===== src/rtl/uart_rx_tx_fifo.sv =====
// rtl/uart_rx_tx_fifo.sv - synchronous FIFO with edge/level write qualification, status and sticky error flags
module uart_rx_tx_fifo #(
    parameter int unsigned DATA_W   = 8,
    parameter int unsigned DEPTH    = 16,
    parameter int unsigned AF_LEVEL = DEPTH - 2,
    parameter int unsigned AE_LEVEL = 2,
    parameter int unsigned WR_EDGE  = 1
) (
    input  logic              clk,
    input  logic              reset_n,
    input  logic              flush,
    input  logic              write_en,
    input  logic [DATA_W-1:0] data_in,
    input  logic              read_en,
    input  logic              clr_err,
    output logic [DATA_W-1:0] data_out,
    output logic              data_valid,
    output logic              fifo_full,
    output logic              fifo_empty,
    output logic              almost_full,
    output logic              almost_empty,
    output logic [$clog2(DEPTH):0] fill_level,
    output logic              overflow,
    output logic              underflow
);

    localparam int unsigned AW = $clog2(DEPTH);
    localparam logic [AW:0]   DEPTH_C = (AW+1)'(DEPTH);
    localparam logic [AW:0]   AF_C    = (AW+1)'(AF_LEVEL);
    localparam logic [AW:0]   AE_C    = (AW+1)'(AE_LEVEL);
    localparam logic [AW:0]   CNT_ONE = (AW+1)'(1);
    localparam logic [AW-1:0] PTR_ONE = AW'(1);

    logic [DATA_W-1:0] mem [DEPTH];

    logic [AW-1:0]     wr_ptr_q, wr_ptr_d;
    logic [AW-1:0]     rd_ptr_q, rd_ptr_d;
    logic [AW:0]       count_q, count_d;
    logic              write_en_q;
    logic [DATA_W-1:0] data_out_q, data_out_d;
    logic              data_valid_q, data_valid_d;
    logic              overflow_q, overflow_d;
    logic              underflow_q, underflow_d;

    logic wr_evt, full, empty, wr_acc, rd_acc;

    // Qualify requests against the current-cycle count; flush suppresses everything
    always_comb begin
        wr_evt = (WR_EDGE != 0) ? (write_en & ~write_en_q) : write_en;
        full   = (count_q == DEPTH_C);
        empty  = (count_q == '0);
        wr_acc = wr_evt & ~full & ~flush;
        rd_acc = read_en & ~empty & ~flush;
    end

    // Next-state for pointers, count, read data and sticky flags
    always_comb begin
        wr_ptr_d     = wr_ptr_q;
        rd_ptr_d     = rd_ptr_q;
        count_d      = count_q;
        data_out_d   = data_out_q;
        data_valid_d = 1'b0;
        overflow_d   = overflow_q;
        underflow_d  = underflow_q;
        if (flush) begin
            wr_ptr_d = '0;
            rd_ptr_d = '0;
            count_d  = '0;
        end else begin
            if (wr_acc) wr_ptr_d = wr_ptr_q + PTR_ONE;
            if (rd_acc) begin
                rd_ptr_d   = rd_ptr_q + PTR_ONE;
                data_out_d = mem[rd_ptr_q];
            end
            data_valid_d = rd_acc;
            case ({wr_acc, rd_acc})
                2'b10:   count_d = count_q + CNT_ONE;
                2'b01:   count_d = count_q - CNT_ONE;
                default: count_d = count_q;
            endcase
            // A set condition in the same cycle as clr_err wins
            if (wr_evt && full)       overflow_d = 1'b1;
            else if (clr_err)         overflow_d = 1'b0;
            if (read_en && empty)     underflow_d = 1'b1;
            else if (clr_err)         underflow_d = 1'b0;
        end
    end

    // Control state registers with asynchronous active-low reset
    always_ff @(posedge clk or negedge reset_n) begin
        if (!reset_n) begin
            wr_ptr_q     <= '0;
            rd_ptr_q     <= '0;
            count_q      <= '0;
            write_en_q   <= 1'b0;
            data_out_q   <= '0;
            data_valid_q <= 1'b0;
            overflow_q   <= 1'b0;
            underflow_q  <= 1'b0;
        end else begin
            wr_ptr_q     <= wr_ptr_d;
            rd_ptr_q     <= rd_ptr_d;
            count_q      <= count_d;
            write_en_q   <= write_en;
            data_out_q   <= data_out_d;
            data_valid_q <= data_valid_d;
            overflow_q   <= overflow_d;
            underflow_q  <= underflow_d;
        end
    end

    // Storage array, deliberately not reset
    always_ff @(posedge clk) begin
        if (wr_acc) mem[wr_ptr_q] <= data_in;
    end

    assign data_out     = data_out_q;
    assign data_valid   = data_valid_q;
    assign fifo_full    = full;
    assign fifo_empty   = empty;
    assign almost_full  = (count_q >= AF_C);
    assign almost_empty = (count_q <= AE_C);
    assign fill_level   = count_q;
    assign overflow     = overflow_q;
    assign underflow    = underflow_q;

endmodule

===== config.mk =====
export PLATFORM = sky130hd
export DESIGN_NAME = uart_rx_tx_fifo
export DESIGN_NICKNAME = d
export VERILOG_FILES = /design/src/rtl/uart_rx_tx_fifo.sv
export SDC_FILE = /design/constraint.sdc
export NUM_CORES = 1
export LEC_CHECK = 0
export CORE_MARGIN = 1
export CORE_UTILIZATION = 59
export DETAILED_ROUTE_END_ITERATION = 10
export GPL_ROUTABILITY_DRIVEN = 0
export PLACE_DENSITY = 0.79
export SKIP_LAST_GASP = 1
export SLEW_MARGIN = 20
export SYNTH_ARGS = -nofsm -noshare
export SYNTH_HDL_FRONTEND = slang
export SYNTH_SLANG_ARGS = --single-unit

===== constraint.sdc =====
create_clock -name clk -period 3.2 [get_ports clk]
set_input_delay 0.96 -clock clk [delete_from_list [all_inputs] [get_ports clk]]
set_output_delay 0.96 -clock clk [all_outputs]
set_load 0.03 [all_outputs]

# Yosys cells after proc, flatten, opt, wreduce, memory -nomap -nowiden
# Memories as Yosys holds them, arrays and structs flattened. A register that Yosys moved wholly into a read port is not among the register bits.
# Index checks and enable logic that the tools add are counted.
# word_totals
wordCells,50
memories,1
mem_bits_rw,128
reg_bits,17
# classes
eq_ne,3
muxes,12
n_reduce_logical,12
bitwise_logic,9
n_lt_le_gt_ge,2
add_sub_neg,4
# memory_table
name,words,word_bits,rd,rd_clocked_by_memory_dff,wr,line,text
mem,16,8,1,1,1,34,logic [DATA_W-1:0] mem [DEPTH];
# op_table
operator,n
2-to-1 mux 4 bit,4
one-hot mux 5 bit (2 select lines),1
adder 4 x 1 -> 4 bit (second input constant),2
nonzero test 2 bit,4
2-to-1 mux 1 bit,6
AND reduction 2 bit,3
adder 5 x 1 -> 5 bit (second input constant),1
bitwise AND 1 bit,5
== test 5 bit (second input constant),1
>= comparator 5 x 4 -> 1 bit (second input constant),1
less-or-equal comparator 5 x 2 -> 1 bit (second input constant),1
logical NOT 5 bit,1
2-to-1 mux 5 bit,1
subtractor 5 x 1 -> 5 bit (second input constant),1
NOT 1 bit,4
nonzero test 3 bit,1
== test 2 x 1 -> 1 bit (second input constant),1
== test 2 bit (second input constant),1
logical AND 1 bit,2
logical NOT 1 bit,1

# Logic depth before layout (Yosys ltp)
# depth
depth_word,7
depth_mapped,10
depth_no_buf,9

# Worst setup path after synthesis
# Ideal clock, no wire load.
# synth_timing
kind,reg2out
start,"register count_q[2], in the netlist fill_level[2]"
end,output almost_empty
t_arrival_ns,2.236
path_stages_with_launch,3
n_path_buf,1
setup_slack_ns,0.004
cell_sequence,dfrtp_1 clkbuf_8 a2111oi_0
# synth_between
elab_chain_len,1
# synth_lines
element,line,text
start: declaration,38,"logic [AW:0] count_q, count_d;"
start signal: assignment,103,count_q <= count_d;
less-or-equal comparator 5 x 2 -> 1 bit,122,assign almost_empty = (count_q <= AE_C);
end: declaration,21,"output logic almost_empty,"
# No other way between the ends.

# Worst setup path in the final report
# layout_timing
start,"register count_q[3], in the netlist fill_level[3]"
end,output fifo_empty
# layout_between
elab_chain_len,1
# layout_lines
element,line,text
logical NOT 5 bit,51,empty = (count_q == '0);
end: declaration,19,"output logic fifo_empty,"
# No other way between the ends.

==> flow_summary.toml <==
[yosys]
synth_fp_nets = 366
synth_edf_count = 128
yosysSeqAreaShare = 0.710
syn_inst = 345
yosys_register_bits = 153
syn_area_per_cell_um2 = 18.2
ys_types = 49
postSynth.asyncResetShare = 0.163
yosys_warnings = 0
synth_flop_cell = "edfxtp_1"
syn_area_um2 = 6290

[worst_hold_path]
hp-class = "reg -> reg"
whs_path_depth = 2

[critical_path]
worstPathCellList = "nor4_4 > buf_4 > nand2_1 > inv_1 > dlygate4sd2_1"
required_ns = 2.24
end_kind = "primary output"
cp_slowest_cell = "dfrtp_1"
crit_path_max_incr_delay_ns = 0.47
cp_max_fo = 6
worstSetupStartpointType = "flip-flop"
crit_family = "buffers and inverters"
arrival_ns = 2.10
critical_path_class = "reg -> out"
worstRegToRegCells = 9
cp_num_cells = 5
cp_num_buf_inv = 3

[timing]
rsz0062_at_grt = "false"
fmax_mhz = 327
maxSlewViolCount = 0
fin_crit_sh = 0.955
fin_crit_ns = 3.06
slew_headroom = 0.306
setup_viol = 0
hold_violations = 0
layout_setup_ws_ns = 0.144
skew_ns = 0.00930
worstMarginPinSlew_ns = 1.04

[layout]
fillers = 599
area_growth_pct = 20.3
final_util = 0.733
final_nets = 430
instances_no_fill = 558
drive_above_1_share = 0.237
diodes = 0

[run_status]
status = "finished, final reports clean"

[pwr]
totalPowerFinal_uw = 5860
power_frac_seq = 0.420
comb_power_share = 0.271
p_int_uw = 4070
ir_worst_vdd_mv = 0.615
switchingPower_uw = 1790
p_leak_uw = 0.00260
swShare = 0.305
powerDensity_nw_per_um2 = 774
clockPowerShare = 0.310

[cts]
clk-insertion-delay-late_ns = 0.52
clockRootBuffer = "clkbuf_8"
cts_buffer_depth = 2
cts_sinks = 153
cts_tree = "yes"
cts_buffers = 17
htreeDepth = 4
cts.clk_slew.worst_paths_ns = 0.06

[global_route]
track_usage = 0.248
grt_pass1_wl_um = 19400
grt_pass1_vias = 3455
grt_max_degree = 27
grt_overflow_total = 0
antenna_found_initial = 0

[route]
maxUsedRoutingLayer = "met4"
wirelength_um = 12300
wl_met1_um = 5020
drt_iter0_markers = 258
viasPerCell = 6.02
wl_per_cell_um = 22.1
postRouteAntennaNets = 0
dr_wl_met2_um = 6390
wl_met3_um = 751
vias = 3360
drc = 0
firstDrtPassIters = 5

[run]
maxCapViolCount = 0

[floorplanning]
die_y_um = 105
dieArea_um2 = 11100
die_w_um = 105
ios = 34
fp-row-count = 37
initial_core_util = 0.609
core-area_um2 = 10300

[place]
dpl.cell_count = 526
dp_slack_ns = -0.303
port-buffer-count = 33
dp_hpwl_um = 7770
==> cells in the final DEF (no fill, tap or decap), types with 4 or more instances in the layout <==
cell,instances
nand3_1,4
ha_1,7
edfxtp_1,128
o21ai_0,4
and3_1,4
buf_4,22
clkdlybuf4s50_1,30
dfrtp_1,24
xor2_1,7
clkbuf_16,16
nor2_1,21
clkinv_2,4
nand2_1,12
mux2i_1,17
inv_1,4
and2_1,18
mux4_2,32
a221oi_1,8
buf_12,9
==> cell type report <==
| class | count | area, um2 | share of cell area |
|---|---|---|---|
| repair buffers | 64 | 672 | 0.0888 |
| flip-flops and latches | 153 | 4470 | 0.591 |
| clock inverters | 14 | 124 | 0.0164 |
| well taps | 136 | 170 | 0.0225 |
| multi-input cells | 169 | 1700 | 0.224 |
| inverters | 4 | 15.0 | 0.00198 |
| clock buffers | 18 | 418 | 0.0552 |
==> power by group through the flow <==
| stage | registers [uW] | clock network, uW | logic [uW] |
|---|---|---|---|
| after floorplan | 2550 | 0 | 933 |
| after global placement | 2490 | 0 | 1560 |
| after detailed placement | 2500 | 0 | 1590 |
| after CTS | 2460 | 1840 | 1580 |
| after global routing | 2490 | 1920 | 1670 |
| final | 2460 | 1820 | 1590 |
==> flip-flops by register name, summed over array words and instances, names as in the netlist <==
signal      cells
rd_ptr_q        4
wr_ptr_q        4
underflow       1
mem           128
write_en_q      1
fill_level      5
data_valid      1
data_out        8
overflow        1
==> what timing repair did <==
item | CTS | global route
endpoints found under the setup margin | 3 | 0
setup buffers | 0 | 0
hold buffers | 0 | 0
gates resized for setup | 3 | 0
==> metal layers <==
layer,track usage,vias up
li1,-,1492
met1,0.337,1716
met2,0.401,139
met3,0.0588,13
met4,0.0815,0
met5,0,-
==> path summary, 6_finish.rpt <==
kind / start / endpoint / slack (ns)
max: fill_level[3]$_DFFE_PN0P_ / fifo_empty / 0.14
min: underflow$_DFFE_PN0P_ / underflow$_DFFE_PN0P_ / 0.51
max reg2reg: fill_level[3]$_DFFE_PN0P_ / fill_level[4]$_DFFE_PN0P_ / 0.30
min reg2reg: underflow$_DFFE_PN0P_ / underflow$_DFFE_PN0P_ / 0.51
max in group asynchronous: reset_n / rd_ptr_q[0]$_DFFE_PN0P_ / 2.10
min in group asynchronous: reset_n / write_en_q$_DFF_PN0_ / 0.81
==> kinds of logic after synthesis <==
group	synth area share
buf+inv	0.0195
xor+xnor	0.0111
mux	0.142
compound gates	0.0366
flops	0.710
simple gates	0.0668
fa+ha+maj	0.0139
==> per-stage QoR <==
step,area (um2),setup TNS (ns),hold slack (ns)
final,7570,0,0.507
after global routing,7570,0,0.538
after CTS,7570,0,0.510
after detailed placement,7030,-0.483,0.492
after global placement,7030,-0.328,0.486
after floorplan,6290,0,0.532
==> synth_stat cells, drive strengths merged, types with 3 or more instances <==
cell type  instances  area share
a2111oi            3      0.0052
a21oi              3      0.0024
a221oi             8       0.011
and2              19       0.019
and3               4      0.0040
buf               10      0.0089
clkbuf             8      0.0066
dfrtp             25       0.099
edfxtp           128        0.61
ha                 7       0.014
inv                4      0.0024
mux2i             17       0.027
mux4              32        0.11
nand2             12      0.0072
nand2b             4      0.0052
nand3              4      0.0032
nor2              21       0.013
o21ai              4      0.0032
xor2               7      0.0097
==> worst register-to-register path, cell delays in order (launching register included) <==
cell       delay, ns
dfrtp_1         0.47
nor4_4          0.33
mux2i_1         0.28
nor2_1          0.10
xor2_1          0.15
ha_1            0.22
o31a_2          0.29
or4_1           0.48
a2111oi_2       0.36
a311o_1         0.17
Power figures use the tool's default switching activity.
